<file path="src/rtl/note_glyph_scheduler_if.sv">
// Bundle between game logic / pixel generator and the note glyph scheduler:
// spawn handshake, frame tick, pixel query and hit reporting.
interface note_glyph_scheduler_if #(
    parameter int NUM_SLOTS = 4
);
    logic                 frameTick;
    logic                 spawnReq;
    logic [3:0]           spawnKey;
    logic                 spawnSide;
    logic [7:0]           spawnColor;
    logic                 spawnAck;
    logic [9:0]           hCount;
    logic [9:0]           vCount;
    logic                 InGlyphNote0;
    logic [7:0]           RGBNote0;
    logic                 noteHitValid;
    logic [3:0]           noteHitKey;
    logic                 noteHitSide;
    logic [NUM_SLOTS-1:0] activeMask;

    modport master (
        output frameTick, spawnReq, spawnKey, spawnSide, spawnColor, hCount, vCount,
        input  spawnAck, InGlyphNote0, RGBNote0, noteHitValid, noteHitKey, noteHitSide, activeMask
    );

    modport slave (
        input  frameTick, spawnReq, spawnKey, spawnSide, spawnColor, hCount, vCount,
        output spawnAck, InGlyphNote0, RGBNote0, noteHitValid, noteHitKey, noteHitSide, activeMask
    );
endinterface

</file>
<file path="src/rtl/note_glyph_scheduler.sv">
// Falling-note glyph slots: spawn handshake, per-frame movement toward the hit
// lines with hit reporting, and a one-cycle registered per-pixel overlay lookup.
module note_glyph_scheduler #(
    parameter int NUM_SLOTS = 4,
    parameter int SPEED     = 2,
    parameter int SPAWN_X   = 313
) (
    input  logic                  pixelClk,
    input  logic                  reset,
    note_glyph_scheduler_if.slave bus
);
    localparam int              IDX_W     = (NUM_SLOTS > 1) ? $clog2(NUM_SLOTS) : 1;
    localparam logic [IDX_W-1:0] LAST_IDX = IDX_W'(NUM_SLOTS - 1);
    localparam logic [9:0]      LEFT_HIT  = 10'd95;
    localparam logic [9:0]      RIGHT_HIT = 10'd532;
    localparam logic [9:0]      STEP      = 10'(SPEED);

    typedef enum logic {IDLE, UPDATE} state_t;
    state_t           state, stateNext;
    logic [IDX_W-1:0] idx, idxNext;

    logic [NUM_SLOTS-1:0] slotValid;
    logic [NUM_SLOTS-1:0] slotSide;
    logic [9:0]           slotX     [NUM_SLOTS];
    logic [3:0]           slotKey   [NUM_SLOTS];
    logic [7:0]           slotColor [NUM_SLOTS];

    logic       spawnAckR, hitValidR, hitSideR, inGlyphR;
    logic [3:0] hitKeyR;
    logic [7:0] rgbR;

    logic             freeFound;
    logic [IDX_W-1:0] freeIdx;
    logic             spawnAccept, spawnAlloc, updValid, updHit;
    logic [9:0]       updX;
    logic             pixHit;
    logic [7:0]       pixColor;

    // 14x14 box at x..x+13, centred in the 30-px key row (rows key*30+8 .. +21)
    function automatic logic inGlyph(input logic [9:0] x, input logic [3:0] key,
                                     input logic [9:0] h, input logic [9:0] v);
        logic [10:0] top;
        top = 11'(key) * 11'd30 + 11'd8;
        return ({1'b0, h} >= {1'b0, x}) && ({1'b0, h} <= {1'b0, x} + 11'd13) &&
               ({1'b0, v} >= top) && ({1'b0, v} <= top + 11'd13);
    endfunction

    always_comb begin
        freeFound = 1'b0;
        freeIdx   = '0;
        for (int i = NUM_SLOTS - 1; i >= 0; i--) begin
            if (!slotValid[i]) begin
                freeFound = 1'b1;
                freeIdx   = IDX_W'(i);
            end
        end
    end

    always_ff @(posedge pixelClk or posedge reset) begin
        if (reset) begin
            state <= IDLE;
            idx   <= '0;
        end else begin
            state <= stateNext;
            idx   <= idxNext;
        end
    end

    always_comb begin
        stateNext   = state;
        idxNext     = idx;
        spawnAccept = 1'b0;
        spawnAlloc  = 1'b0;
        updValid    = 1'b0;
        updHit      = 1'b0;
        updX        = slotX[idx];
        case (state)
            IDLE: begin
                // The !spawnAckR guard stops a still-high request being taken twice
                if (bus.spawnReq && !spawnAckR) begin
                    if (bus.spawnKey > 4'd13) begin
                        spawnAccept = 1'b1;
                    end else if (freeFound) begin
                        spawnAccept = 1'b1;
                        spawnAlloc  = 1'b1;
                    end
                end
                if (bus.frameTick) begin
                    stateNext = UPDATE;
                    idxNext   = '0;
                end
            end
            UPDATE: begin
                updValid = slotValid[idx];
                if (slotSide[idx]) begin
                    updX   = slotX[idx] + STEP;
                    updHit = updValid && (updX >= RIGHT_HIT);
                end else begin
                    updX   = slotX[idx] - STEP;
                    updHit = updValid && (updX <= LEFT_HIT);
                end
                if (idx == LAST_IDX) begin
                    stateNext = IDLE;
                    idxNext   = '0;
                end else begin
                    idxNext = idx + IDX_W'(1);
                end
            end
            default: stateNext = IDLE;
        endcase
    end

    always_ff @(posedge pixelClk or posedge reset) begin
        if (reset) begin
            slotValid <= '0;
            spawnAckR <= 1'b0;
            hitValidR <= 1'b0;
            hitKeyR   <= '0;
            hitSideR  <= 1'b0;
        end else begin
            spawnAckR <= spawnAccept;
            hitValidR <= updHit;
            if (updHit) begin
                hitKeyR         <= slotKey[idx];
                hitSideR        <= slotSide[idx];
                slotValid[idx]  <= 1'b0;
            end
            if (spawnAlloc) slotValid[freeIdx] <= 1'b1;
        end
    end

    // Slot payload needs no reset: it is ignored whenever the valid bit is clear
    always_ff @(posedge pixelClk) begin
        if (spawnAlloc) begin
            slotX[freeIdx]     <= 10'(SPAWN_X);
            slotKey[freeIdx]   <= bus.spawnKey;
            slotSide[freeIdx]  <= bus.spawnSide;
            slotColor[freeIdx] <= bus.spawnColor;
        end else if (updValid && !updHit) begin
            slotX[idx] <= updX;
        end
    end

    always_comb begin
        pixHit   = 1'b0;
        pixColor = '0;
        for (int i = NUM_SLOTS - 1; i >= 0; i--) begin
            if (slotValid[i] && inGlyph(slotX[i], slotKey[i], bus.hCount, bus.vCount)) begin
                pixHit   = 1'b1;
                pixColor = slotColor[i];
            end
        end
    end

    // Pixel stage boundary: one cycle of latency relative to hCount/vCount
    always_ff @(posedge pixelClk or posedge reset) begin
        if (reset) begin
            inGlyphR <= 1'b0;
            rgbR     <= '0;
        end else begin
            inGlyphR <= pixHit;
            rgbR     <= pixColor;
        end
    end

    assign bus.spawnAck     = spawnAckR;
    assign bus.noteHitValid = hitValidR;
    assign bus.noteHitKey   = hitKeyR;
    assign bus.noteHitSide  = hitSideR;
    assign bus.InGlyphNote0 = inGlyphR;
    assign bus.RGBNote0     = rgbR;
    assign bus.activeMask   = slotValid;
endmodule

</file>
<file path="src/flat_wrapper.sv">
// flat-port wrapper written by rule: the top's interface ports become plain ports
module note_glyph_scheduler_flat 
#(
    parameter int NUM_SLOTS = 4,
    parameter int SPEED     = 2,
    parameter int SPAWN_X   = 313
)
  (pixelClk, reset, bus_frameTick, bus_spawnReq, bus_spawnKey, bus_spawnSide, bus_spawnColor, bus_hCount, bus_vCount, bus_spawnAck, bus_InGlyphNote0, bus_RGBNote0, bus_noteHitValid, bus_noteHitKey, bus_noteHitSide, bus_activeMask);
  note_glyph_scheduler_if #(.NUM_SLOTS(NUM_SLOTS)) bus_i ();
  input  logic pixelClk;
  input  logic reset;
  input wire logic [$bits(bus_i.frameTick)-1:0] bus_frameTick;
  input wire logic [$bits(bus_i.spawnReq)-1:0] bus_spawnReq;
  input wire logic [$bits(bus_i.spawnKey)-1:0] bus_spawnKey;
  input wire logic [$bits(bus_i.spawnSide)-1:0] bus_spawnSide;
  input wire logic [$bits(bus_i.spawnColor)-1:0] bus_spawnColor;
  input wire logic [$bits(bus_i.hCount)-1:0] bus_hCount;
  input wire logic [$bits(bus_i.vCount)-1:0] bus_vCount;
  output wire logic [$bits(bus_i.spawnAck)-1:0] bus_spawnAck;
  output wire logic [$bits(bus_i.InGlyphNote0)-1:0] bus_InGlyphNote0;
  output wire logic [$bits(bus_i.RGBNote0)-1:0] bus_RGBNote0;
  output wire logic [$bits(bus_i.noteHitValid)-1:0] bus_noteHitValid;
  output wire logic [$bits(bus_i.noteHitKey)-1:0] bus_noteHitKey;
  output wire logic [$bits(bus_i.noteHitSide)-1:0] bus_noteHitSide;
  output wire logic [$bits(bus_i.activeMask)-1:0] bus_activeMask;
  assign bus_i.frameTick = bus_frameTick;
  assign bus_i.spawnReq = bus_spawnReq;
  assign bus_i.spawnKey = bus_spawnKey;
  assign bus_i.spawnSide = bus_spawnSide;
  assign bus_i.spawnColor = bus_spawnColor;
  assign bus_i.hCount = bus_hCount;
  assign bus_i.vCount = bus_vCount;
  assign bus_spawnAck = bus_i.spawnAck;
  assign bus_InGlyphNote0 = bus_i.InGlyphNote0;
  assign bus_RGBNote0 = bus_i.RGBNote0;
  assign bus_noteHitValid = bus_i.noteHitValid;
  assign bus_noteHitKey = bus_i.noteHitKey;
  assign bus_noteHitSide = bus_i.noteHitSide;
  assign bus_activeMask = bus_i.activeMask;
  note_glyph_scheduler #(.NUM_SLOTS(NUM_SLOTS), .SPEED(SPEED), .SPAWN_X(SPAWN_X)) u_core (.pixelClk(pixelClk), .reset(reset), .bus(bus_i));
endmodule
</file>
<file path="config.mk">
export PLATFORM = sky130hd
export DESIGN_NAME = note_glyph_scheduler_flat
export DESIGN_NICKNAME = d
export VERILOG_FILES = /design/src/rtl/note_glyph_scheduler_if.sv /design/src/rtl/note_glyph_scheduler.sv /design/src/flat_wrapper.sv
export SDC_FILE = /design/constraint.sdc
export NUM_CORES = 1
export LEC_CHECK = 0
export CORE_MARGIN = 3
export CORE_UTILIZATION = 60
export CTS_BUF_LIST = sky130_fd_sc_hd__clkbuf_4
export CTS_CLUSTER_DIAMETER = 80
export DETAILED_ROUTE_END_ITERATION = 8
export GPL_TIMING_DRIVEN = 0
export MAX_ROUTING_LAYER = met4
export PLACE_DENSITY_LB_ADDON = 0.2
export SYNTH_ARGS = -nofsm -noshare
export SYNTH_HDL_FRONTEND = slang
export SYNTH_SLANG_ARGS = --single-unit
</file>
<file path="constraint.sdc">
create_clock -name pixelClk -period 11.6 [get_ports pixelClk]
set_clock_uncertainty 0.2 [all_clocks]
set_input_delay 1.16 -clock pixelClk [delete_from_list [all_inputs] [get_ports pixelClk]]
set_output_delay 1.16 -clock pixelClk [all_outputs]
set_load 0.02 [all_outputs]
</file>
==> flow_summary.ini, run 1 <==
[clock_network]
numCtsBuffers = 17
cts_tree = done
htree_levels = 4
clock_insertion_delay_worst_skew_ns = 0.52
cts.clk_slew.worst_paths_ns = 0.10
clockRootBuffer = sky130_fd_sc_hd__clkbuf_4
clock_path_buffers = 2
hold_fix_buffers_cts = 0
postCtsSetupBuffers = 0
cts_num_sinks = 115
post_cts_resized = 0

[timing]
max_freq_mhz = 157
period_needed_ns = 6.39
layout_setup_ws_ns = 5.21
finalSetupViolCount = 0
report.final.hold_viol_count = 0
final.period_utilization_pct = 55.1
timing.slew.headroom_pct = 10.0
fin_setup_tns_ns = 0
worst_slew_pin_slew_ns = 1.34
rsz_0062_raised_after_global_routing = no
finalMaxSlewViolations = 0

[detailed_routing]
detail_route.iter0.violations = 479
drt_first_pass_iters = 5
dr_total_vias = 8374
detail_route.drc_violations = 0
viasPerCell = 5.94
antenna_violating_nets_post_route = 0
wire_per_inst_um = 17.8
routed_wirelength_mm = 25.1

[placement]
io_buffers = 55
dpl_worst_slack_ns = 5.21
globalplace.congestion = 0.921
place.detailed.hpwl_mm = 20.2

[floorplan]
die_h_um = 143
dieArea_sq_um = 20400
num_rows = 49
floorplan.initialDensity_pct = 61.8
core_area_sq_um = 18100
floorplan.die.width_um = 143
boundaryPins = 57

[cells_and_area]
syn_to_final_growth_pct = 10.7
layout.nets = 1447
finalCoreUtilization_pct = 68.4
diodes_inserted = 0
final_layout_size_suffix_gt1_share_pct = 8.13

[grt]
grt_first_pass_wirelength_mm = 40.2
grt_util_all_layers_pct = 25.7
vias_in_the_first_global_route = 8148
initial_antenna_violation_count = 0
grt_max_degree = 24
overflow_after_grt = 0

[synth]
synth.distinct_cells = 66
part_of_the_yosys_area_used_for_sequential_elements_pct = 29.8
synth_top_cells_by_area = sky130_fd_sc_hd__ha_1 (25%), sky130_fd_sc_hd__edfxtp_1 (25%), sky130_fd_sc_hd__xnor2_1 (5.3%)
syn-mean-instance-area_sq_um = 10.3
post-synth-top-count-cell = sky130_fd_sc_hd__ha_1
synthesis.nets = 1368
yosys_warnings = 0
most_common_flop_cell_mapped_by_yosys = sky130_fd_sc_hd__edfxtp_1
ys_top_cells_by_count = sky130_fd_sc_hd__ha_1 (222), sky130_fd_sc_hd__inv_1 (143), sky130_fd_sc_hd__edfxtp_1 (92)
synth-seq-cells = 115
netlist_area_sq_um = 11200
synth_top_area_share_pct = 24.8
postSynthCellCount = 1089
synth-edff-count = 92
synth_async_sr_flop_share_pct = 20.0
area_leader_netlist = sky130_fd_sc_hd__ha_1

[power]
share_of_total_power_in_combinational_logic_pct = 63.9
power.clock.fraction_pct = 10.8
cellLeakagePower_nw = 5.58
pwr_density_cell_nw_per_um2 = 223
sequentialPowerShare_pct = 25.3
power.net_switching_mw = 1.25
max-vdd-ir-drop_uv = 190
switching_share_pct = 45.4
internal_power_mw = 1.51

[min_path]
min_path_cells = 1
holdPathEnd = u_core.bus.RGBNote0[2]$_DFF_PP0_
hold_start = u_core.slotColor[0][2]$_DFFE_PP_
hold_path.class = reg2reg

[worst_setup_path]
worst_path_largest_cell_delay_ns = 0.75
worst_r2r_path_depth = 22
path_buf_inv = 4
timing.critical_path.fanout_max = 9
crit_end_category = register
required_time_worst_endpoint_ns = 11.80
r2r_setup_slack_ns = 5.21
critical_path.slowest_cell = sky130_fd_sc_hd__a221oi_2
timing.critical_path.max_delay_family = adder cells
crit_chain = fa_1 > inv_1 > fa_1 > inv_1 > ha_1 > a21o_1 > a21oi_1 > xnor2_1 > and2_1 > nand2_1 > xnor2_1 > inv_1 > ha_1 > nand3_1 > a21oi_1 > o21ai_0 > a221oi_2 > and3_1 > clkbuf_1 > o31ai_1 > mux2_2 > mux2_2
cp_num_cells = 22
worstSetupPathType = reg2reg
start_kind = register
cp_data_arrival_time_ns = 6.58
cpMostUsedCell = sky130_fd_sc_hd__inv_1
timing.rr.end = u_core.bus.RGBNote0[0]$_DFF_PP0_
rr_startpoint = u_core.slotKey[2][2]$_DFFE_PP_

[run]
drv_cap = 0

[outcome]
run_status = complete, no violations
## cell type report
cell class,instances,area (sq um)
Multi-Input combinational cell,815,7260
Fill cell,1403,5740
Sequential cell,115,3340
Timing Repair Buffer,60,597
Inverter,143,537
Tap cell,229,287
Clock inverter,14,164
Clock buffer,18,135
Buffer,16,91.3
## worst max path at each step
stage                                    from                               end  slack [ns]
3_3_place_gp   u_core.slotKey[0][1]$_DFFE_PP_  u_core.bus.RGBNote0[3]$_DFF_PP0_        5.13
3_5_place_dp   u_core.slotKey[2][2]$_DFFE_PP_  u_core.bus.RGBNote0[0]$_DFF_PP0_        5.21
2_1_floorplan  u_core.slotKey[2][2]$_DFFE_PP_  u_core.bus.RGBNote0[0]$_DFF_PP0_        6.19
4_1_cts        u_core.slotKey[2][2]$_DFFE_PP_  u_core.bus.RGBNote0[0]$_DFF_PP0_        5.18
6_report       u_core.slotKey[2][2]$_DFFE_PP_  u_core.bus.RGBNote0[0]$_DFF_PP0_        5.21
5_1_grt        u_core.slotKey[2][2]$_DFFE_PP_  u_core.bus.RGBNote0[3]$_DFF_PP0_        4.90
## state kept, by name, summed over array words and instances, names as in the netlist
signal and cells:
u_core.slotX 40, u_core.slotColor 32, u_core.slotKey 16, u_core.bus.RGBNote0 8, u_core.bus.activeMask 4, u_core.bus.noteHitKey 4, u_core.slotSide 4, u_core.idx 2
u_core.bus.InGlyphNote0 1, u_core.bus.noteHitSide 1, u_core.bus.noteHitValid 1, u_core.bus.spawnAck 1, u_core.state 1
## metrics by stage
stage / hold WS [ns] / instances / cell area (sq um) / power [mW]
floorplan: 0.254 / 1089 / 11200 / 1.99
global placement: 0.262 / 1373 / 12000 / 2.39
detailed placement: 0.267 / 1378 / 12100 / 2.45
CTS: 0.288 / 1410 / 12400 / 2.76
global route: 0.308 / 1410 / 12400 / 3.01
finish: 0.288 / 1410 / 12400 / 2.76
## power groups by stage
| stage | Clock [mW] | Sequential (mW) | Combinational [mW] |
|---|---|---|---|
| 2_1_floorplan | 0 | 0.689 | 1.30 |
| 5_1_grt | 0.319 | 0.708 | 1.98 |
| 4_1_cts | 0.302 | 0.695 | 1.77 |
| 6_report | 0.299 | 0.700 | 1.77 |
| 3_5_place_dp | 0 | 0.704 | 1.75 |
| 3_3_place_gp | 0 | 0.701 | 1.69 |
## per-layer routing
| metal | vias up | global-route usage (%) | part of all wire [%] |
|---|---|---|---|
| met5 | - | - | 0 |
| met4 | 0 | 4.70 | 1.2 |
| met3 | 25 | 4.25 | 5.3 |
| met2 | 211 | 42.0 | 47 |
| met1 | 4009 | 34.5 | 46 |
| li1 | 4129 | - | - |
## placed cells by master, fill, tap and decap left out, types with 5 or more instances in the layout
cell and n:
sky130_fd_sc_hd__clkbuf_4 18, sky130_fd_sc_hd__nor3_1 20, sky130_fd_sc_hd__a21o_1 26, sky130_fd_sc_hd__mux2_2 19, sky130_fd_sc_hd__inv_1 143, sky130_fd_sc_hd__clkbuf_1 9
sky130_fd_sc_hd__mux4_2 16, sky130_fd_sc_hd__and2_1 8, sky130_fd_sc_hd__edfxtp_1 92, sky130_fd_sc_hd__xor2_1 25, sky130_fd_sc_hd__ha_1 222, sky130_fd_sc_hd__a21oi_1 66
sky130_fd_sc_hd__o21ai_0 29, sky130_fd_sc_hd__o31ai_1 14, sky130_fd_sc_hd__xnor2_1 68, sky130_fd_sc_hd__nand3_1 29, sky130_fd_sc_hd__fa_1 20, sky130_fd_sc_hd__clkdlybuf4s50_1 55
sky130_fd_sc_hd__and3_1 10, sky130_fd_sc_hd__nand4_1 28, sky130_fd_sc_hd__nor2_1 31, sky130_fd_sc_hd__buf_6 7, sky130_fd_sc_hd__nand2_1 44, sky130_fd_sc_hd__nor4_1 8
sky130_fd_sc_hd__o211ai_1 9, sky130_fd_sc_hd__o21a_1 10, sky130_fd_sc_hd__dfrtp_1 23, sky130_fd_sc_hd__nand2b_1 17, sky130_fd_sc_hd__a2111oi_0 5, sky130_fd_sc_hd__nor2b_1 7
sky130_fd_sc_hd__a211oi_1 9, sky130_fd_sc_hd__or3_1 5
## logic make-up after synthesis
kind of cell    after synthesis  share of synthesized area, %
mux                          36                          5.22
fa+ha+maj                   242                          28.4
buf+inv                     159                          5.60
xor+xnor                     93                          7.27
compound gates              212                          12.5
simple gates                232                          11.2
flops                       115                          29.8
Note: power is estimated with default switching activity, not from simulation.
==> inputs of run 2 (changes only) <==
==> constraint.sdc (replaced) <==
create_clock -name pixelClk -period 6.7 [get_ports pixelClk]
set_clock_uncertainty 0.2 [all_clocks]
set_input_delay 0.67 -clock pixelClk [delete_from_list [all_inputs] [get_ports pixelClk]]
set_output_delay 0.67 -clock pixelClk [all_outputs]
set_load 0.02 [all_outputs]
==> results of run 2 <==
The final DEF is identical to that of run 1. Status: complete, no violations.
Among the figures that moved: setup slack after placement 5.21 ns -> 0.308 ns; setup slack after layout 5.21 ns -> 0.313 ns; register-to-register setup slack 5.21 ns -> 0.31 ns; total power 2.76 mW -> 4.79 mW; worst IR drop on VDD 190 uV -> 328 uV
==> inputs of run 3 (changes only) <==
--- a/config.mk
+++ b/config.mk
@@ -6,9 +6,10 @@
 export NUM_CORES = 1
 export LEC_CHECK = 0
 export CORE_MARGIN = 3
-export CORE_UTILIZATION = 60
+export CORE_UTILIZATION = 57
 export CTS_BUF_LIST = sky130_fd_sc_hd__clkbuf_4
 export CTS_CLUSTER_DIAMETER = 80
+export CTS_CLUSTER_SIZE = 20
 export DETAILED_ROUTE_END_ITERATION = 8
 export GPL_TIMING_DRIVEN = 0
 export MAX_ROUTING_LAYER = met4
==> constraint.sdc (replaced) <==
create_clock -name pixelClk -period 5.5 [get_ports pixelClk]
set_clock_uncertainty 0.2 [all_clocks]
set_input_delay 0.55 -clock pixelClk [delete_from_list [all_inputs] [get_ports pixelClk]]
set_output_delay 0.55 -clock pixelClk [all_outputs]
set_load 0.02 [all_outputs]
==> run 3 against run 2 <==
  * Combinational power grew 28%
  * Wire length increased by 3.1%
  * Clock power grew 11%
  * Cell count is 4.3% higher
  * Via count grew 1.4%
  * Sequential share of layout area fell by 1.0 points
  * Die area up 5.0%
  * Sequential power up 21%
  * Critical path depth increased by 1
  * Total power is 24% higher
  * Non-clock buffer count up 28
  * Core utilization decreased by 0.49 points
==> flow_summary.ini, run 3 (synthesis gave the netlist of run 1 again) <==
[run]
drv_cap = 0

[min_path]
hold_path.class = reg2reg

[timing]
period_needed_ns = 5.46
rsz_0062_raised_after_global_routing = yes
finalMaxSlewViolations = 0
timing.slew.headroom_pct = 10.2
final.period_utilization_pct = 99.2
worst_slew_pin_slew_ns = 1.34
layout_setup_ws_ns = 0.0441
max_freq_mhz = 183
report.final.hold_viol_count = 0
holdWs_ns = 0.284
finalSetupViolCount = 0

[grt]
grt_first_pass_wirelength_mm = 42.2
grt_max_degree = 24
initial_antenna_violation_count = 1
overflow_after_grt = 0
vias_in_the_first_global_route = 8327
grt_util_all_layers_pct = 25.1

[clock_network]
clockRootBuffer = sky130_fd_sc_hd__clkbuf_4
numCtsBuffers = 17
clock_path_buffers = 2
cts_num_sinks = 115
htree_levels = 4
cts.clk_slew.worst_paths_ns = 0.10
clock_insertion_delay_worst_skew_ns = 0.52
cts_tree = done

[detailed_routing]
detail_route.drc_violations = 0
routed_wirelength_mm = 25.9
detail_route.iter0.violations = 494
dr_total_vias = 8489
viasPerCell = 5.77
wire_per_inst_um = 17.6
antenna_violating_nets_post_route = 0
drt_first_pass_iters = 5

[cells_and_area]
flip_flop_count_of_the_largest_register_all_copies_and_words_added = 40
max_flop_register = u_core.slotX
final_layout_size_suffix_gt1_share_pct = 13.5
most-common-layout-cells = sky130_fd_sc_hd__ha_1 (222), sky130_fd_sc_hd__inv_1 (143), sky130_fd_sc_hd__edfxtp_1 (92), sky130_fd_sc_hd__a21oi_1 (59)
syn_to_final_growth_pct = 15.2
post_layout_nonfiller_instances = 1470
layout.nets = 1475
finalCoreUtilization_pct = 67.9
layout.cells.most_common = sky130_fd_sc_hd__ha_1
reg.largest.list = u_core.slotX (40), u_core.slotColor (32), u_core.slotKey (16)

[worst_setup_path]
startpoint = u_core.slotKey[3][1]$_DFFE_PP_
start_kind = register
worst_setup_path_endpoint = u_core.bus.RGBNote0[3]$_DFF_PP0_
r2r_setup_slack_ns = 0.04
cp_data_arrival_time_ns = 5.71
worst_r2r_path_depth = 23
rr_startpoint = u_core.slotKey[3][1]$_DFFE_PP_
required_time_worst_endpoint_ns = 5.76
crit_end_category = register
timing.rr.end = u_core.bus.RGBNote0[3]$_DFF_PP0_
timing.critical_path.fanout_max = 9
worstSetupPathType = reg2reg

[floorplan]
die_h_um = 146
boundaryPins = 57
dieArea_sq_um = 21400
floorplan.die.width_um = 146
floorplan.initialDensity_pct = 58.9
num_rows = 50
core_area_sq_um = 19000

[outcome]
run_status = complete, no violations

[placement]
globalplace.congestion = 0.941
place.detailed.hpwl_mm = 19.9
dpl_worst_slack_ns = -0.713
io_buffers = 55
post-place-cells = 1408

[power]
max-vdd-ir-drop_uv = 281
pwr_density_cell_nw_per_um2 = 461
cellLeakagePower_nw = 5.83
-- run 3: cell count changes in the layout (fill, tap and decap cells not counted), sizes merged --
cell / change
bufinv: -1
clkbuf: +1
clkinvlp: -1
buf: +29
diode: +1
-- run 3: worst min path at each step --
stage / start / endpoint / slack [ns] / depth (start not counted)
floorplan: u_core.slotColor[0][0]$_DFFE_PP_ / u_core.bus.RGBNote0[0]$_DFF_PP0_ / 0.25 / 1
global placement: u_core.slotColor[0][1]$_DFFE_PP_ / u_core.bus.RGBNote0[1]$_DFF_PP0_ / 0.26 / 1
detailed placement: u_core.slotColor[0][0]$_DFFE_PP_ / u_core.bus.RGBNote0[0]$_DFF_PP0_ / 0.26 / 1
CTS: u_core.slotColor[0][6]$_DFFE_PP_ / u_core.bus.RGBNote0[6]$_DFF_PP0_ / 0.29 / 1
global route: u_core.slotColor[0][6]$_DFFE_PP_ / u_core.bus.RGBNote0[6]$_DFF_PP0_ / 0.30 / 1
finish: u_core.slotColor[0][6]$_DFFE_PP_ / u_core.bus.RGBNote0[6]$_DFF_PP0_ / 0.28 / 1
-- run 3: power by group --
part           switching (mW)  internal (mW)  total, mW
Sequential              0.229           1.24       1.47
Clock                   0.299          0.277      0.576
Combinational            2.16           1.75       3.91
-- run 3: cell type report --
type / instances / area, sq um
multi-input combinational: 815 / 7510
fill: 1523 / 6110
sequential: 115 / 3340
timing repair buffer: 89 / 841
inverter: 143 / 537
tap: 260 / 325
clock buffer: 20 / 150
clock inverter: 12 / 116
buffer: 15 / 87.6
antenna: 1 / 2.50
-- run 3: per-layer routing --
metal	track usage, %	routed length (um)	up-vias	part of all wire [%]
met5	-	0	-	0
met4	4.94	337	0	1.3
met3	4.41	1560	31	6.0
met2	39.6	12000	219	46
met1	34.4	12000	4061	47
li1	-	-	4178	-
-- run 3: per-stage QoR --
stage,cell area (sq um),total power [mW],TNS (ns)
after floorplan,11200,4.19,0
after global placement,12100,5.05,-8.72
after detailed placement,12200,5.16,-5.90
after CTS,12600,5.82,0
after global routing,12900,6.50,-1.43
final,12900,5.95,0
-- run 3: timing repair --
action	CTS	global route
endpoints found under the setup margin	9	9
pin swaps	4	11
hold buffers	0	0
setup buffers	11	19
resized for setup	10	35
-- run 3: worst max-delay path, cell delays in order (launching register included) --
cell and delay [ns]:
sky130_fd_sc_hd__edfxtp_1 0.47, sky130_fd_sc_hd__fa_1 0.57, sky130_fd_sc_hd__inv_1 0.06, sky130_fd_sc_hd__fa_1 0.47, sky130_fd_sc_hd__inv_1 0.06, sky130_fd_sc_hd__fa_2 0.37, sky130_fd_sc_hd__a21o_1 0.18, sky130_fd_sc_hd__a21oi_2 0.19
sky130_fd_sc_hd__xnor2_2 0.16, sky130_fd_sc_hd__and2_4 0.18, sky130_fd_sc_hd__nand2_1 0.08, sky130_fd_sc_hd__xnor2_2 0.19, sky130_fd_sc_hd__inv_1 0.09, sky130_fd_sc_hd__o31a_1 0.30, sky130_fd_sc_hd__ha_1 0.31, sky130_fd_sc_hd__nand3_2 0.09
sky130_fd_sc_hd__nor3_2 0.21, sky130_fd_sc_hd__o221ai_1 0.14, sky130_fd_sc_hd__a21oi_1 0.16, sky130_fd_sc_hd__nand4_1 0.16, sky130_fd_sc_hd__buf_12 0.19, sky130_fd_sc_hd__o31ai_1 0.24, sky130_fd_sc_hd__mux2_2 0.19, sky130_fd_sc_hd__mux2_2 0.14
